<file path="src/rtl/mdio_pkg.sv">
// Shared constants, state encoding and opcode decoding for the MDIO management master.
`default_nettype none

package mdio_pkg;

  localparam logic [1:0] ST_C22       = 2'b01;
  localparam logic [1:0] ST_C45       = 2'b00;
  localparam logic [1:0] OP_WRITE     = 2'b01;
  localparam logic [1:0] OP_C22_READ  = 2'b10;
  localparam logic [1:0] OP_C45_RDINC = 2'b10;
  localparam logic [1:0] OP_C45_READ  = 2'b11;

  localparam logic [6:0] HDR_BITS  = 7'd14;
  localparam logic [6:0] TA_BITS   = 7'd2;
  localparam logic [6:0] DATA_BITS = 7'd16;

  typedef enum logic [2:0] {IDLE, PREAMBLE, HEADER, TA, DATA, DONE} state_t;

  function automatic logic is_read(input logic mode45, input logic [1:0] op);
    return mode45 ? (op == OP_C45_READ || op == OP_C45_RDINC) : (op == OP_C22_READ);
  endfunction

  // Clause 45 accepts every opcode; Clause 22 only defines write and read.
  function automatic logic is_legal(input logic mode45, input logic [1:0] op);
    return mode45 || op == OP_WRITE || op == OP_C22_READ;
  endfunction

endpackage

`default_nettype wire

</file>
<file path="src/rtl/mdio_clk_gen.sv">
// MDC divider: each bit lasts 2*CLK_DIV cycles, low half first, with end-of-bit strobes.
`default_nettype none

module mdio_clk_gen #(
  parameter int CLK_DIV = 20
) (
  input  logic clk_i,
  input  logic rst_i,
  output logic mdc_o,
  output logic fall_stb_o,
  output logic sample_stb_o
);

  localparam logic [8:0] C_HALF = 9'(CLK_DIV);
  localparam logic [8:0] C_LAST = 9'(2 * CLK_DIV - 1);

  logic [8:0] cnt_q;

  always_ff @(posedge clk_i) begin
    if (rst_i) begin
      cnt_q <= '0;
    end else if (cnt_q == C_LAST) begin
      cnt_q <= '0;
    end else begin
      cnt_q <= cnt_q + 9'd1;
    end
  end

  // Both strobes fire on the final cycle of a bit: MDIN is captured there and
  // the next bit is launched on the edge that closes it (MDC falls).
  assign mdc_o        = (cnt_q >= C_HALF);
  assign fall_stb_o   = (cnt_q == C_LAST);
  assign sample_stb_o = (cnt_q == C_LAST);

endmodule

`default_nettype wire

</file>
<file path="src/rtl/mdio_mgmt_master.sv">
// Clause 22 / Clause 45 MDIO management master: serialises host requests onto MDC/MDIO.
`default_nettype none

module mdio_mgmt_master
  import mdio_pkg::*;
#(
  parameter int CLK_DIV      = 20,
  parameter int PREAMBLE_LEN = 32,
  parameter int C45_ENABLE   = 1
) (
  input  logic        HOSTCLK,
  input  logic        RESET,
  input  logic        HOSTREQ,
  input  logic [1:0]  HOSTOPCODE,
  input  logic        MODE45,
  input  logic        PRE_SUPPRESS,
  input  logic [4:0]  PHYAD,
  input  logic [4:0]  REGAD,
  input  logic [15:0] HOSTWRDATA,
  output logic        HOSTMIIMRDY,
  output logic [15:0] HOSTRDDATA,
  output logic        HOSTRDVLD,
  output logic        HOSTERR,
  output logic        EMACPHYMCLKOUT,
  output logic        EMACPHYMDOUT,
  output logic        EMACPHYMDTRI,
  input  logic        PHYEMACMDIN
);

  state_t      state_q, state_d;
  logic [6:0]  bit_cnt_q, bit_cnt_d;
  logic [31:0] sh_q, sh_d;
  logic [14:0] rx_q, rx_d;
  logic        rd_q, rd_d;
  logic        ta_err_q, ta_err_d;
  logic        mdout_q, mdout_d;
  logic        mdtri_q, mdtri_d;
  logic [15:0] rddata_q, rddata_d;
  logic        rdvld_q, rdvld_d;
  logic        err_q, err_d;

  logic        w_mode45, w_use_pre, w_fall_stb, w_sample_stb, w_clk_rst;
  logic [31:0] w_frame;
  logic [15:0] w_rx_shift;

  assign w_mode45   = (C45_ENABLE != 0) && MODE45;
  assign w_use_pre  = !PRE_SUPPRESS && (PREAMBLE_LEN > 0);
  assign w_frame    = {(w_mode45 ? ST_C45 : ST_C22), HOSTOPCODE, PHYAD, REGAD, 2'b10, HOSTWRDATA};
  assign w_rx_shift = {rx_q, PHYEMACMDIN};
  assign w_clk_rst  = RESET || state_q == IDLE || state_q == DONE;

  mdio_clk_gen #(.CLK_DIV(CLK_DIV)) u_clk_gen (
    .clk_i        (HOSTCLK),
    .rst_i        (w_clk_rst),
    .mdc_o        (EMACPHYMCLKOUT),
    .fall_stb_o   (w_fall_stb),
    .sample_stb_o (w_sample_stb)
  );

  always_comb begin
    state_d   = state_q;
    bit_cnt_d = bit_cnt_q;
    sh_d      = sh_q;
    rx_d      = rx_q;
    rd_d      = rd_q;
    ta_err_d  = ta_err_q;
    mdout_d   = mdout_q;
    mdtri_d   = mdtri_q;
    rddata_d  = rddata_q;
    rdvld_d   = 1'b0;
    err_d     = 1'b0;
    unique case (state_q)
      IDLE: begin
        if (HOSTREQ) begin
          if (!is_legal(w_mode45, HOSTOPCODE)) begin
            err_d = 1'b1;
          end else begin
            rd_d     = is_read(w_mode45, HOSTOPCODE);
            ta_err_d = 1'b0;
            mdtri_d  = 1'b0;
            // sh_q always holds the bits not yet launched; MDOUT shows the current one.
            if (w_use_pre) begin
              state_d   = PREAMBLE;
              bit_cnt_d = 7'(PREAMBLE_LEN - 1);
              mdout_d   = 1'b1;
              sh_d      = w_frame;
            end else begin
              state_d   = HEADER;
              bit_cnt_d = HDR_BITS - 7'd1;
              mdout_d   = w_frame[31];
              sh_d      = {w_frame[30:0], 1'b0};
            end
          end
        end
      end
      DONE: state_d = IDLE;
      default: begin
        if (w_sample_stb) begin
          if (state_q == TA && bit_cnt_q == 7'd0) ta_err_d = PHYEMACMDIN;
          if (state_q == DATA) rx_d = w_rx_shift[14:0];
        end
        if (w_fall_stb) begin
          if (bit_cnt_q != 7'd0) begin
            bit_cnt_d = bit_cnt_q - 7'd1;
            if (state_q == PREAMBLE) begin
              mdout_d = 1'b1;
            end else begin
              mdout_d = sh_q[31];
              sh_d    = {sh_q[30:0], 1'b0};
            end
          end else begin
            case (state_q)
              PREAMBLE: begin state_d = HEADER; bit_cnt_d = HDR_BITS - 7'd1;  end
              HEADER:   begin state_d = TA;     bit_cnt_d = TA_BITS - 7'd1;   end
              TA:       begin state_d = DATA;   bit_cnt_d = DATA_BITS - 7'd1; end
              default:  begin state_d = DONE;   bit_cnt_d = 7'd0;             end
            endcase
            if (state_q == HEADER && rd_q) mdtri_d = 1'b1;
            if (state_q == DATA) begin
              mdout_d = 1'b1;
              mdtri_d = 1'b1;
              if (rd_q) begin
                rddata_d = w_rx_shift;
                rdvld_d  = 1'b1;
                err_d    = ta_err_q;
              end
            end else begin
              mdout_d = sh_q[31];
              sh_d    = {sh_q[30:0], 1'b0};
            end
          end
        end
      end
    endcase
  end

  always_ff @(posedge HOSTCLK) begin
    if (RESET) begin
      state_q   <= IDLE;
      bit_cnt_q <= '0;
      sh_q      <= '0;
      rx_q      <= '0;
      rd_q      <= 1'b0;
      ta_err_q  <= 1'b0;
      mdout_q   <= 1'b1;
      mdtri_q   <= 1'b1;
      rddata_q  <= '0;
      rdvld_q   <= 1'b0;
      err_q     <= 1'b0;
    end else begin
      state_q   <= state_d;
      bit_cnt_q <= bit_cnt_d;
      sh_q      <= sh_d;
      rx_q      <= rx_d;
      rd_q      <= rd_d;
      ta_err_q  <= ta_err_d;
      mdout_q   <= mdout_d;
      mdtri_q   <= mdtri_d;
      rddata_q  <= rddata_d;
      rdvld_q   <= rdvld_d;
      err_q     <= err_d;
    end
  end

  assign HOSTMIIMRDY  = (state_q == IDLE);
  assign HOSTRDDATA   = rddata_q;
  assign HOSTRDVLD    = rdvld_q;
  assign HOSTERR      = err_q;
  assign EMACPHYMDOUT = mdout_q;
  assign EMACPHYMDTRI = mdtri_q;

endmodule

`default_nettype wire

</file>
<file path="config.mk">
export PLATFORM = sky130hd
export DESIGN_NAME = mdio_mgmt_master
export DESIGN_NICKNAME = d
export VERILOG_FILES = /design/src/rtl/mdio_pkg.sv /design/src/rtl/mdio_clk_gen.sv /design/src/rtl/mdio_mgmt_master.sv
export SDC_FILE = /design/constraint.sdc
export NUM_CORES = 1
export LEC_CHECK = 0
export BUFFER_PORTS_ARGS = -buffer_cell sky130_fd_sc_hd__buf_2
export CORE_UTILIZATION = 58
export CTS_CLUSTER_DIAMETER = 150
export DETAILED_ROUTE_END_ITERATION = 6
export MAX_ROUTING_LAYER = met4
export PLACE_DENSITY_LB_ADDON = 0.15
export SLEW_MARGIN = 0
export SYNTH_ARGS = -nofsm -noshare
export SYNTH_HDL_FRONTEND = slang
export SYNTH_SLANG_ARGS = --single-unit
</file>
<file path="constraint.sdc">
create_clock -name HOSTCLK -period 2.6 [get_ports HOSTCLK]
set_clock_uncertainty 0.15 [all_clocks]
set_input_delay 0.26 -clock HOSTCLK [delete_from_list [all_inputs] [get_ports HOSTCLK]]
set_output_delay 0.26 -clock HOSTCLK [all_outputs]
set_load 0.01 [all_outputs]
</file>
After elaboration in Yosys (flattened, before gate mapping)
Cells that the tools add are included.
Widths: inputs -> output; s select.
{"block": "word_totals", "elab_cells": 110, "regBits": 88}
{"block": "classes", "n_bitwise": 5, "reduce_logical": 25, "muxes": 50, "eq_ne": 15, "addsub": 2, "n_lt_le_gt_ge": 1}
{"operator": "$mux 32", "n": 7}
{"operator": "$pmux 32 s2", "n": 1}
{"operator": "$mux 7", "n": 4}
{"operator": "$mux 1", "n": 24}
{"operator": "$pmux 7 s2", "n": 1}
{"operator": "$mux 3", "n": 4}
{"operator": "$pmux 4 s3", "n": 1}
{"operator": "$reduce_and 6->1", "n": 2}
{"operator": "$reduce_and 5->1", "n": 2}
{"operator": "$add 9x1->9 const B", "n": 1}
{"operator": "$eq 9x6->1 const B", "n": 1}
{"operator": "$ge 9x5->1 const B", "n": 1}
{"operator": "$pmux 3 s3", "n": 1}
{"operator": "$pmux 1 s2", "n": 4}
{"operator": "$reduce_and 4->1", "n": 2}
{"operator": "$logic_not 7->1", "n": 1}
{"operator": "$reduce_bool 7->1", "n": 1}
{"operator": "$sub 7x1->7 const B", "n": 1}
{"operator": "$eq 3x2->1 const B", "n": 2}
{"operator": "$eq 3x3->1 const B", "n": 2}
{"operator": "$ne 3x3->1 const B", "n": 2}
{"operator": "$pmux 3 s2", "n": 1}
{"operator": "$reduce_and 3->1", "n": 2}
{"operator": "$reduce_bool 3->1", "n": 2}
{"operator": "other kinds (15)", "n": 28}

Longest topological paths before layout
Gate-level depths: netlist of run 1.
{"block": "logic_depth", "depth_word": 7, "depth_mapped": 9, "mapped_depth_nobuf": 6}

Hierarchy
Synthesis of run 1 repeated with hierarchy kept, for this count alone.
{"block": "hier_totals", "hier_cells": 539, "hier_area_um2": 4513.1}
{"module": "mdio_mgmt_master", "cells_each": 491, "instances": 1, "area_each_um2": 4081.4}
{"module": "mdio_clk_gen", "cells_each": 48, "instances": 1, "area_each_um2": 431.7}

Least setup slack after synthesis of run 1
Ideal clock, no wire load.
{"block": "synth_timing", "path_type": "register to register", "start": "register bit_cnt_q[0]", "end": "register sh_q[18]", "path_slack_ns": 0.513, "setup_ns": 0.121, "synth_period_minus_slack_ns": 2.087, "arrival_ns": 1.816, "stages_incl_launch_ff": 8, "path_buffers": 1, "cell_sequence": "dfxtp_1 -> inv_1 -> ha_1 -> nor4b_2 -> nand3_1 -> o211ai_4 -> buf_6 -> mux2_4"}
{"block": "synth_via", "elab_chain_cells": 4, "elab_cells_between_ends": 7}
{"element": "start: declaration", "line_no": "mdio_mgmt_master.sv:31", "source": "logic [6:0] bit_cnt_q, bit_cnt_d;"}
{"element": "start signal: assignment", "line_no": "mdio_mgmt_master.sv:152", "source": "bit_cnt_q <= bit_cnt_d;"}
{"element": "$reduce_bool 7->1 *", "line_no": "mdio_mgmt_master.sv:103", "source": "if (bit_cnt_q != 7'd0) begin"}
{"element": "$mux 32", "line_no": "mdio_mgmt_master.sv:103"}
{"element": "$mux 32", "line_no": "mdio_mgmt_master.sv:102", "source": "if (w_fall_stb) begin"}
{"element": "$pmux 32 s2", "line_no": "mdio_mgmt_master.sv:72", "source": "unique case (state_q)"}
{"element": "end signal: assignment", "line_no": "mdio_mgmt_master.sv:141", "source": "sh_q <= '0;"}
{"element": "end signal: assignment", "line_no": "mdio_mgmt_master.sv:153", "source": "sh_q <= sh_d;"}
{"element": "end: declaration", "line_no": "mdio_mgmt_master.sv:32", "source": "logic [31:0] sh_q, sh_d;"}
Mark *: on every way between the ends. The rest lies on a longest branch, timed or not. The select of a mux whose other input is x is not followed.
A chain may end at the register's enable or synchronous reset.

Worst setup path in the final report of run 1
{"block": "layout_timing", "start": "register state_q[0]", "end": "output HOSTMIIMRDY"}
{"block": "layout_via", "elab_chain_cells": 1}
{"element": "start: declaration", "line_no": "mdio_mgmt_master.sv:30", "source": "state_t state_q, state_d;"}
{"element": "start signal: assignment", "line_no": "mdio_mgmt_master.sv:151", "source": "state_q <= state_d;"}
{"element": "$logic_not 3->1", "line_no": "mdio_mgmt_master.sv:165", "source": "assign HOSTMIIMRDY = (state_q == IDLE);"}
{"element": "end: declaration", "line_no": "mdio_mgmt_master.sv:20", "source": "output logic HOSTMIIMRDY,"}
No other way between the ends.

==> flow_summary_export.csv, run 1 <==
group,metric,value,unit
run_status,outcome,"finished, final reports clean",
global_routing,track_usage,25.7,%
drt,wl_per_cell,14.6,um
floorplanning,core.rowCount,31,
global_routing,grt_pass1_wl,17000,um
drt,drtIter0Drc,177,
clock_network,cts_tree,"done",
floorplanning,die_w,90.6,um
drt,num_vias,4046,
finish,syn2layout_area_growth,12.4,%
global_routing,gr-total-overflow,0,
global_routing,antenna_found_initial,0,
synth,synth_area,4550,um2
clock_network,ctsHoldBuffers,0,
job,maxCapViolations,0,
floorplanning,core,7410,um2
finish,fin_util,69.1,%
sta,fin_crit,2450,ps
drt,routed_wl,10100,um
floorplanning,die_h,90.6,um
synth,synth_async_sr_flop_share,0,%
sta,rsz0062_at_grt,"false",
sta,relSlewSlack,50.8,%
finish,layout_common_cells,"101 x nand2_1, 88 x dfxtp_1, 55 x buf_2, 54 x mux2i_1, 40 x a21oi_1",
power,vdd.ir_drop.worst,0.357,mV
sta,max_freq,409,MHz
critical_path,reg2reg_depth,5,
sta,fin_ws,155,ps
sta,fin_hold_ws,24.8,ps
floorplanning,die_area,8210,um2
critical_path,timing.rr.end,"sh_q[9]$_SDFFE_PP0P_",
drt,antenna_left,0,
clock_network,clk_pin_slew_worst_paths,90,ps
finish,fill_cells,658,
finish,mostFrequentLayoutCell,"nand2_1",
critical_path,ff2ff_setup_slack,310,ps
critical_path,startpoint,"state_q[0]$_SDFFE_PP0P_",
synth,ys_types,60,
clock_network,htree_levels,3,
synth,synth_ff_type,"dfxtp_1",
finish,n_antenna_cell,0,
synth,synth.avg_cell_area,8.40,um2
sta,tns,0,ps
clock_network,clk_latency,360,ps
critical_path,worst-setup-path-type,"register to primary output",
sta,worstMarginPinSlew,735,ps
sta,slew_viol_final,0,
floorplanning,initial_utilization,61.5,%
power,fin_total_pwr,3.04,mW
clock_network,numCtsBuffers,9,
clock_network,ctsResizeCount,0,
global_routing,grt_pass1_vias,3746,
finish,drive_gt1_share,18.1,%
global_routing,grt_max_degree,58,
place,io_buffers,55,
critical_path,critPathCaptureType,"primary output",
sta,setup_viol,0,
power,power_density,594,nW/um2
clock_network,cts_buffer_depth,2,
synth,synth_warnings,0,
sta,hold_viol,0,
place,dp_slack,351,ps
critical_path,critPathCapture,"HOSTMIIMRDY",
floorplanning,boundaryPins,56,
synth,synth_seq_cells,88,
place,gp_congestion,0.913,
sta,fin_crit_sh,94.0,%
clock_network,cts-root-buf,"clkbuf_8",
drt,via_per_inst,5.87,
critical_path,r2r_start,"state_q[0]$_SDFFE_PP0P_",
min_path,min_path_type,"input port to register",
power,p_leak,2.14,nW
critical_path,cp-start-kind,"register",
critical_path,worstPathRequired,2190,ps
synth,synthCells,542,
clock_network,cts_sinks,88,
drt,drc,0,
critical_path,worstPathArrival,2040,ps
synth,synth_edf_count,0,
clock_network,cts_setup_buffers,0,
min_path,whs_path_depth,3,
drt,dr.pass1.iters,5,
finish,nNetsFinal,623,
synth,syn_nets,580,
place,dp_hpwl,7020,um
critical_path,cp_max_fo,41,
synth,yosysSeqAreaShare,38.7,%
kinds of logic after synthesis:
logic type / after synthesis / share of synthesized area, %
AND/OR/NAND/NOR: 193 / 19.5
buffers and inverters: 54 / 5.44
multiplexers: 58 / 13.0
XOR/XNOR: 11 / 2.12
adder cells (fa/ha/maj): 4 / 1.10
AO/OA/AOI/OAI: 134 / 20.1
flip-flops: 88 / 38.7
metrics by stage:
stage / instances / cell area (um2)
global placement: 673 / 4920
detailed placement: 673 / 4920
floorplan: 542 / 4550
CTS: 689 / 5120
global route: 689 / 5120
finish: 689 / 5120
sequential cells by signal (all words and copies together), names as in the netlist, 2 cells and up, named ones only:
name             count
bit_cnt_q            7
u_clk_gen.cnt_q      9
sh_q                32
HOSTRDDATA          16
state_q              2
rx_q                15
power breakdown:
part           internal, mW  leakage (nW)  total, mW  switching (mW)
Sequential             1.42         0.715       1.48          0.0551
Combinational         0.269          1.33      0.636           0.368
Clock                 0.376        0.0975      0.926           0.550
worst min-delay path by stage:
stage                                        from                             to
floorplan                           HOSTOPCODE[0]              rd_q$_SDFFE_PP0P_
global placement    u_clk_gen.cnt_q[0]$_SDFF_PP0_  u_clk_gen.cnt_q[0]$_SDFF_PP0_
detailed placement          rx_q[14]$_SDFFE_PP0P_          rx_q[14]$_SDFFE_PP0P_
CTS                                 HOSTWRDATA[0]           sh_q[0]$_SDFFE_PP0P_
global route                          PHYEMACMDIN           rx_q[0]$_SDFFE_PP0P_
finish                              HOSTWRDATA[0]           sh_q[0]$_SDFFE_PP0P_
critical path, cell delays in order, from the launching register on:
cell	delay, ps
dfxtp_1	470
or3_1	490
inv_4	140
buf_4	370
buf_2	210
final cells by class:
class,count,area [um2],area share (%)
inverter,9,36.3,0.709
sequential,88,1760,34.4
multi-input combinational,400,2540,49.7
tap,99,124,2.42
clock inverter,7,77.6,1.52
timing repair buffer,77,453,8.85
clock buffer,9,124,2.42
routing by layer:
metal | GRT usage, % | up-vias | share of wire, %
met4 | 6.18 | 0 | 0.82
met3 | 4.80 | 8 | 4.2
li1 | - | 2032 | -
met2 | 41.3 | 105 | 48
met5 | - | - | 0
met1 | 33.5 | 1901 | 47
cells in the mapped netlist (2+ instances only):
cell	count	area, um2
nand3_1	23	115
or3_1	3	18.8
o21ai_0	21	105
nor2_1	24	90.1
mux2_2	2	22.5
dfxtp_1	88	1760
o211a_1	2	20.0
o211ai_1	31	233
or4_1	2	15.0
and3_1	2	12.5
buf_4	3	22.5
and4_1	2	17.5
a211oi_1	3	22.5
a21oi_1	40	200
a22oi_1	2	15.0
clkbuf_1	24	90.1
buf_6	2	22.5
a311oi_1	4	35.0
a31oi_1	4	25.0
buf_1	3	11.3
ha_1	4	50.1
nor3_1	8	40.0
xor2_1	5	43.8
nand4_1	4	25.0
inv_1	7	26.3
nor3b_1	4	30.0
xnor2_1	6	52.6
a2111oi_0	3	26.3
or2_2	4	25.0
and2_1	2	12.5
nand3b_1	2	15.0
o22ai_1	3	18.8
mux2_4	2	30.0
mux2i_1	54	541
nor2b_1	7	43.8
o2111a_1	2	22.5
o32ai_1	4	35.0
nand2_1	101	379
o2111ai_1	3	26.3
buf_2	12	60.1
Note: power is estimated with default switching activity, not from simulation.
==> run 2, diff against run 1 <==
--- a/config.mk
+++ b/config.mk
@@ -5,7 +5,7 @@
 export SDC_FILE = /design/constraint.sdc
 export NUM_CORES = 1
 export LEC_CHECK = 0
-export BUFFER_PORTS_ARGS = -buffer_cell sky130_fd_sc_hd__buf_2
+export BUFFER_PORTS_ARGS = -buffer_cell sky130_fd_sc_hd__buf_4
 export CORE_UTILIZATION = 58
 export CTS_CLUSTER_DIAMETER = 150
 export DETAILED_ROUTE_END_ITERATION = 6
==> flow_summary_export.csv, run 2 (synthesis gave the netlist of run 1 again) <==
group,metric,value,unit
critical_path,cp_slowest_cell,"or3_1",
floorplanning,core.rowCount,31,
run_status,outcome,"finished, final reports clean",
sta,setup_viol,0,
clock_network,clk_pin_slew_worst_paths,90,ps
critical_path,cp-start-kind,"register",
floorplanning,initial_utilization,61.5,%
drt,dr.pass1.iters,4,
critical_path,cp_cell_sequence,"or3_1 > inv_4 > buf_12 > buf_4",
finish,regMostFlops,"sh_q",
finish,mostFrequentLayoutCell,"nand2_1",
clock_network,cts_sinks,88,
sta,slew_viol_final,0,
place,placed_area,5010,um2
drt,routed_wl,10000,um
sta,rsz0062_at_grt,"false",
place,io_buffers,55,
sta,fin_hold_ws,30.2,ps
clock_network,clk_latency,360,ps
sta,relSlewSlack,48.2,%
power,vdd.ir_drop.worst,0.380,mV
critical_path,cp_top_family,"buffers and inverters",
clock_network,cts_buffer_depth,2,
clock_network,htree_levels,3,
floorplanning,boundaryPins,56,
critical_path,worstPathArrival,1910,ps
drt,drtIter0Drc,199,
finish,n_antenna_cell,0,
power,power_density,610,nW/um2
critical_path,ff2ff_setup_slack,360,ps
finish,final_area,5260,um2
finish,largest_reg_flops,32,
floorplanning,core,7410,um2
sta,worstMarginPinSlew,773,ps
clock_network,numCtsBuffers,9,
finish,nNetsFinal,619,
critical_path,cp_max_fo,59,
global_routing,grt_pass1_vias,3623,
sta,hold_viol,0,
place,placed_cells,667,
clock_network,cts-root-buf,"clkbuf_8",
place,dp_hpwl,6860,um
clock_network,cts_tree,"done",
critical_path,worst-setup-path-type,"register to primary output",
finish,final-instance-count-excl-fill,685,
floorplanning,die_w,90.6,um
global_routing,track_usage,26.1,%
critical_path,worstPathRequired,2190,ps
critical_path,max_stage_delay,490,ps
sta,tns,0,ps
global_routing,grt_max_degree,63,
critical_path,crit_buf_inv,3,
sta,max_freq,431,MHz
finish,syn2layout_area_growth,15.6,%
floorplanning,die_area,8210,um2
drt,wl_per_cell,14.7,um
finish,layout_common_cells,"101 x nand2_1, 88 x dfxtp_1, 70 x buf_4, 54 x mux2i_1, 40 x a21oi_1",
global_routing,antenna_found_initial,0,
min_path,min_path_type,"input port to register",
drt,antenna_left,0,
job,maxCapViolations,0,
finish,drive_gt1_share,17.2,%
drt,num_vias,4069,
clock_network,ctsResizeCount,0,
floorplanning,die_h,90.6,um
drt,drc,0,
global_routing,grt_pass1_wl,17000,um
global_routing,gr-total-overflow,0,
critical_path,critPathCaptureType,"primary output",
sta,fin_crit_sh,89.2,%
sta,fin_crit,2320,ps
drt,via_per_inst,5.94,
place,gp_congestion,0.889,
power,p_leak,2.17,nW
[run 2: cell count changes in the layout (fill, tap and decap cells not counted)]
cell	previous run	this run
buf_2	55	0
buf_4	21	70
bufinv_16	0	2
clkinv_4	2	0
clkinv_8	2	0
dlygate4sd3_1	0	2
inv_6	1	2
inv_8	1	2
[run 2: path summary, 6_finish.rpt]
path / startpoint / end / cells after the start
setup reg to reg: state_q[0]$_SDFFE_PP0P_ / sh_q[14]$_SDFFE_PP0P_ / 5
hold / removal: HOSTWRDATA[0] / sh_q[0]$_SDFFE_PP0P_ / 3
hold reg to reg: rx_q[14]$_SDFFE_PP0P_ / rx_q[14]$_SDFFE_PP0P_ / 2
setup / recovery: state_q[0]$_SDFFE_PP0P_ / HOSTMIIMRDY / 4
[run 2: worst min-delay path, delay by kind of cell]
kind	cells	cell delay, ps
buffers and inverters	1	120
multiplexers	1	60
AND/OR/NAND/NOR	1	50
[run 2: area by class of cell]
type                       instances  area (um2)
clock buffer                       9         124
clock inverter                     7         108
fill                             609        2150
inverter                           9        36.3
multi-input combinational        400        2540
sequential                        88        1760
tap                               99         124
timing repair buffer              73         566
[run 2: through the flow]
stage          power [mW]  util, %  setup slack, ps
2_1_floorplan        1.96        -              513
3_3_place_gp         2.13     67.6              419
3_5_place_dp         2.14     67.6              415
4_1_cts              3.22     70.9              274
5_1_grt              3.37     71.0              101
6_report             3.21     71.0              280
[run 2: routing by layer]
metal  share of wire [%]  track usage, %
met1                  45            32.5
met2                  49            42.7
met3                 4.6            5.64
met4                 1.0            6.72
met5                   0               -
[run 2: repair_timing]
item / 4_1_cts / 5_1_grt
hold buffers: 1 / 1
buffers inserted: 0 / 0
hold endpoints to repair: 1 / 1
setup endpoints to repair: 0 / 0
[run 2: where the power goes]
part / internal, mW / switching, mW / total [mW]
clock: 0.561 / 0.524 / 1.09
combinational: 0.281 / 0.364 / 0.645
sequential: 1.42 / 0.0561 / 1.48
total: 2.26 / 0.945 / 3.21
==> run 3, diff against run 2 <==
--- a/config.mk
+++ b/config.mk
@@ -8,9 +8,11 @@
 export BUFFER_PORTS_ARGS = -buffer_cell sky130_fd_sc_hd__buf_4
 export CORE_UTILIZATION = 58
 export CTS_CLUSTER_DIAMETER = 150
+export CTS_CLUSTER_SIZE = 30
 export DETAILED_ROUTE_END_ITERATION = 6
 export MAX_ROUTING_LAYER = met4
 export PLACE_DENSITY_LB_ADDON = 0.15
+export RECOVER_POWER = 25
 export SLEW_MARGIN = 0
 export SYNTH_ARGS = -nofsm -noshare
 export SYNTH_HDL_FRONTEND = slang
==> flow_summary_export.csv, run 3 (synthesis gave the netlist of run 1 again) <==
group,metric,value,unit
power,clock_power_share,33.8,%
sta,fin_hold_ws,33.8,ps
place,dp_hpwl,6860,um
power,comb_power_share,20.0,%
run_status,outcome,"finished, final reports clean",
sta,fin_crit,2320,ps
clock_network,htree_levels,3,
drt,drc,0,
finish,layout_common_cells,"101 x nand2_1, 88 x dfxtp_1, 54 x mux2i_1, 48 x buf_4, 40 x a21oi_1",
drt,dr.pass1.iters,5,
drt,via_per_inst,5.96,
power,p_seq_share,46.1,%
sta,setup_viol,0,
floorplanning,initial_utilization,61.5,%
critical_path,crit_buf_inv,3,
drt,drtIter0Drc,196,
finish,regMostFlops,"sh_q",
global_routing,grt_pass1_vias,3623,
critical_path,worstPathRequired,2190,ps
power,internal_power,2.26,mW
clock_network,clk_latency,360,ps
floorplanning,boundaryPins,56,
drt,num_vias,4080,
sta,hold_viol,0,
power,p_sw_share,29.4,%
critical_path,max_stage_delay,490,ps
sta,max_freq,431,MHz
power,power_density,618,nW/um2
clock_network,cts_sinks,88,
finish,nNetsFinal,619,
sta,tns,0,ps
sta,rsz0062_at_grt,"false",
clock_network,ctsResizeCount,0,
finish,n_antenna_cell,0,
finish,drive_gt1_share,13.5,%
critical_path,worstPathArrival,1910,ps
drt,wl_per_cell,14.7,um
critical_path,cp_max_fo,59,
floorplanning,die_area,8210,um2
critical_path,cp_top_family,"buffers and inverters",
global_routing,gr-total-overflow,0,
clock_network,cts_buffer_depth,2,
finish,fin_util,69.9,%
power,vdd.ir_drop.worst,0.381,mV
finish,syn2layout_area_growth,13.8,%
finish,final_area,5180,um2
finish,largest_reg_flops,32,
finish,multi_input_area,2540,um2
critical_path,worst-setup-path-type,"register to primary output",
drt,routed_wl,10100,um
floorplanning,die_h,90.6,um
drt,antenna_left,0,
sta,worstMarginPinSlew,772,ps
clock_network,clk_pin_slew_worst_paths,90,ps
power,p_sw,0.943,mW
job,maxCapViolations,0,
critical_path,cp-start-kind,"register",
finish,fill_cells,639,
place,io_buffers,55,
clock_network,numCtsBuffers,9,
clock_network,cts-root-buf,"clkbuf_8",
place,gp_congestion,0.889,
floorplanning,core.rowCount,31,
sta,relSlewSlack,48.3,%
critical_path,cp_cell_sequence,"or3_1 > inv_4 > buf_12 > buf_4",
finish,mostFrequentLayoutCell,"nand2_1",
place,placed_area,5010,um2
sta,fin_crit_sh,89.2,%
global_routing,grt_max_degree,63,
floorplanning,core,7410,um2
global_routing,track_usage,26.1,%
min_path,min_path_type,"input port to register",
global_routing,grt_pass1_wl,17000,um
finish,seq_area,1760,um2
critical_path,critPathCaptureType,"primary output",
power,p_leak,2.07,nW
global_routing,antenna_found_initial,0,
floorplanning,die_w,90.6,um
critical_path,cp_slowest_cell,"or3_1",
clock_network,cts_tree,"done",
sta,slew_viol_final,0,
[run 3: cell types whose count changed in the layout (fill, tap and decap cells not counted)]
cell / previous run / this run
buf_4: 70 / 48
clkbuf_1: 0 / 22
[run 3: area by class of cell]
cell class / instances / area share [%]
Clock buffer: 9 / 2.39
Clock inverter: 7 / 2.08
Inverter: 9 / 0.700
Multi-Input combinational cell: 400 / 49.1
Sequential cell: 88 / 34.0
Tap cell: 99 / 2.39
Timing Repair Buffer: 73 / 9.32
[run 3: per-layer routing]
layer	part of all wire (%)	track usage [%]	up-vias
met5	0	-	-
met4	0.88	6.72	0
met3	4.6	5.64	10
met2	50	42.7	109
met1	45	32.5	1933
li1	-	-	2028
[run 3: tightest hold or removal path, delay by kind of cell]
family | cells | cell delay [ps]
and+or+nand+nor | 1 | 50
buffers and inverters | 1 | 120
muxes | 1 | 60
[run 3: what timing repair did]
item,in CTS,in global routing
buffers inserted,0,0
hold buffers,1,1
hold endpoints to repair,1,1
[run 3: through the flow]
step | cells | total power, mW | worst slack (ps)
floorplan | 542 | 1.96 | 513
global placement | 667 | 2.13 | 419
detailed placement | 667 | 2.14 | 415
CTS | 684 | 3.22 | 274
global route | 685 | 3.36 | 101
finish | 685 | 3.20 | 280
[run 3: worst paths after layout]
| path | endpoint | startpoint | slack [ps] | cells past startpoint |
|---|---|---|---|---|
| worst max-delay path | HOSTMIIMRDY | state_q[0]$_SDFFE_PP0P_ | 280 | 4 |
| worst min-delay path | sh_q[0]$_SDFFE_PP0P_ | HOSTWRDATA[0] | 30 | 3 |
| worst max register to register | sh_q[15]$_SDFFE_PP0P_ | state_q[0]$_SDFFE_PP0P_ | 370 | 5 |
| worst min register to register | rx_q[14]$_SDFFE_PP0P_ | rx_q[14]$_SDFFE_PP0P_ | 310 | 2 |
[run 3: power groups by stage]
stage / clock, mW / combinational, mW / sequential [mW]
CTS: 1.11 / 0.643 / 1.48
global route: 1.17 / 0.707 / 1.49
detailed placement: 0 / 0.639 / 1.51
global placement: 0 / 0.627 / 1.50
floorplan: 0 / 0.471 / 1.49
finish: 1.08 / 0.642 / 1.48
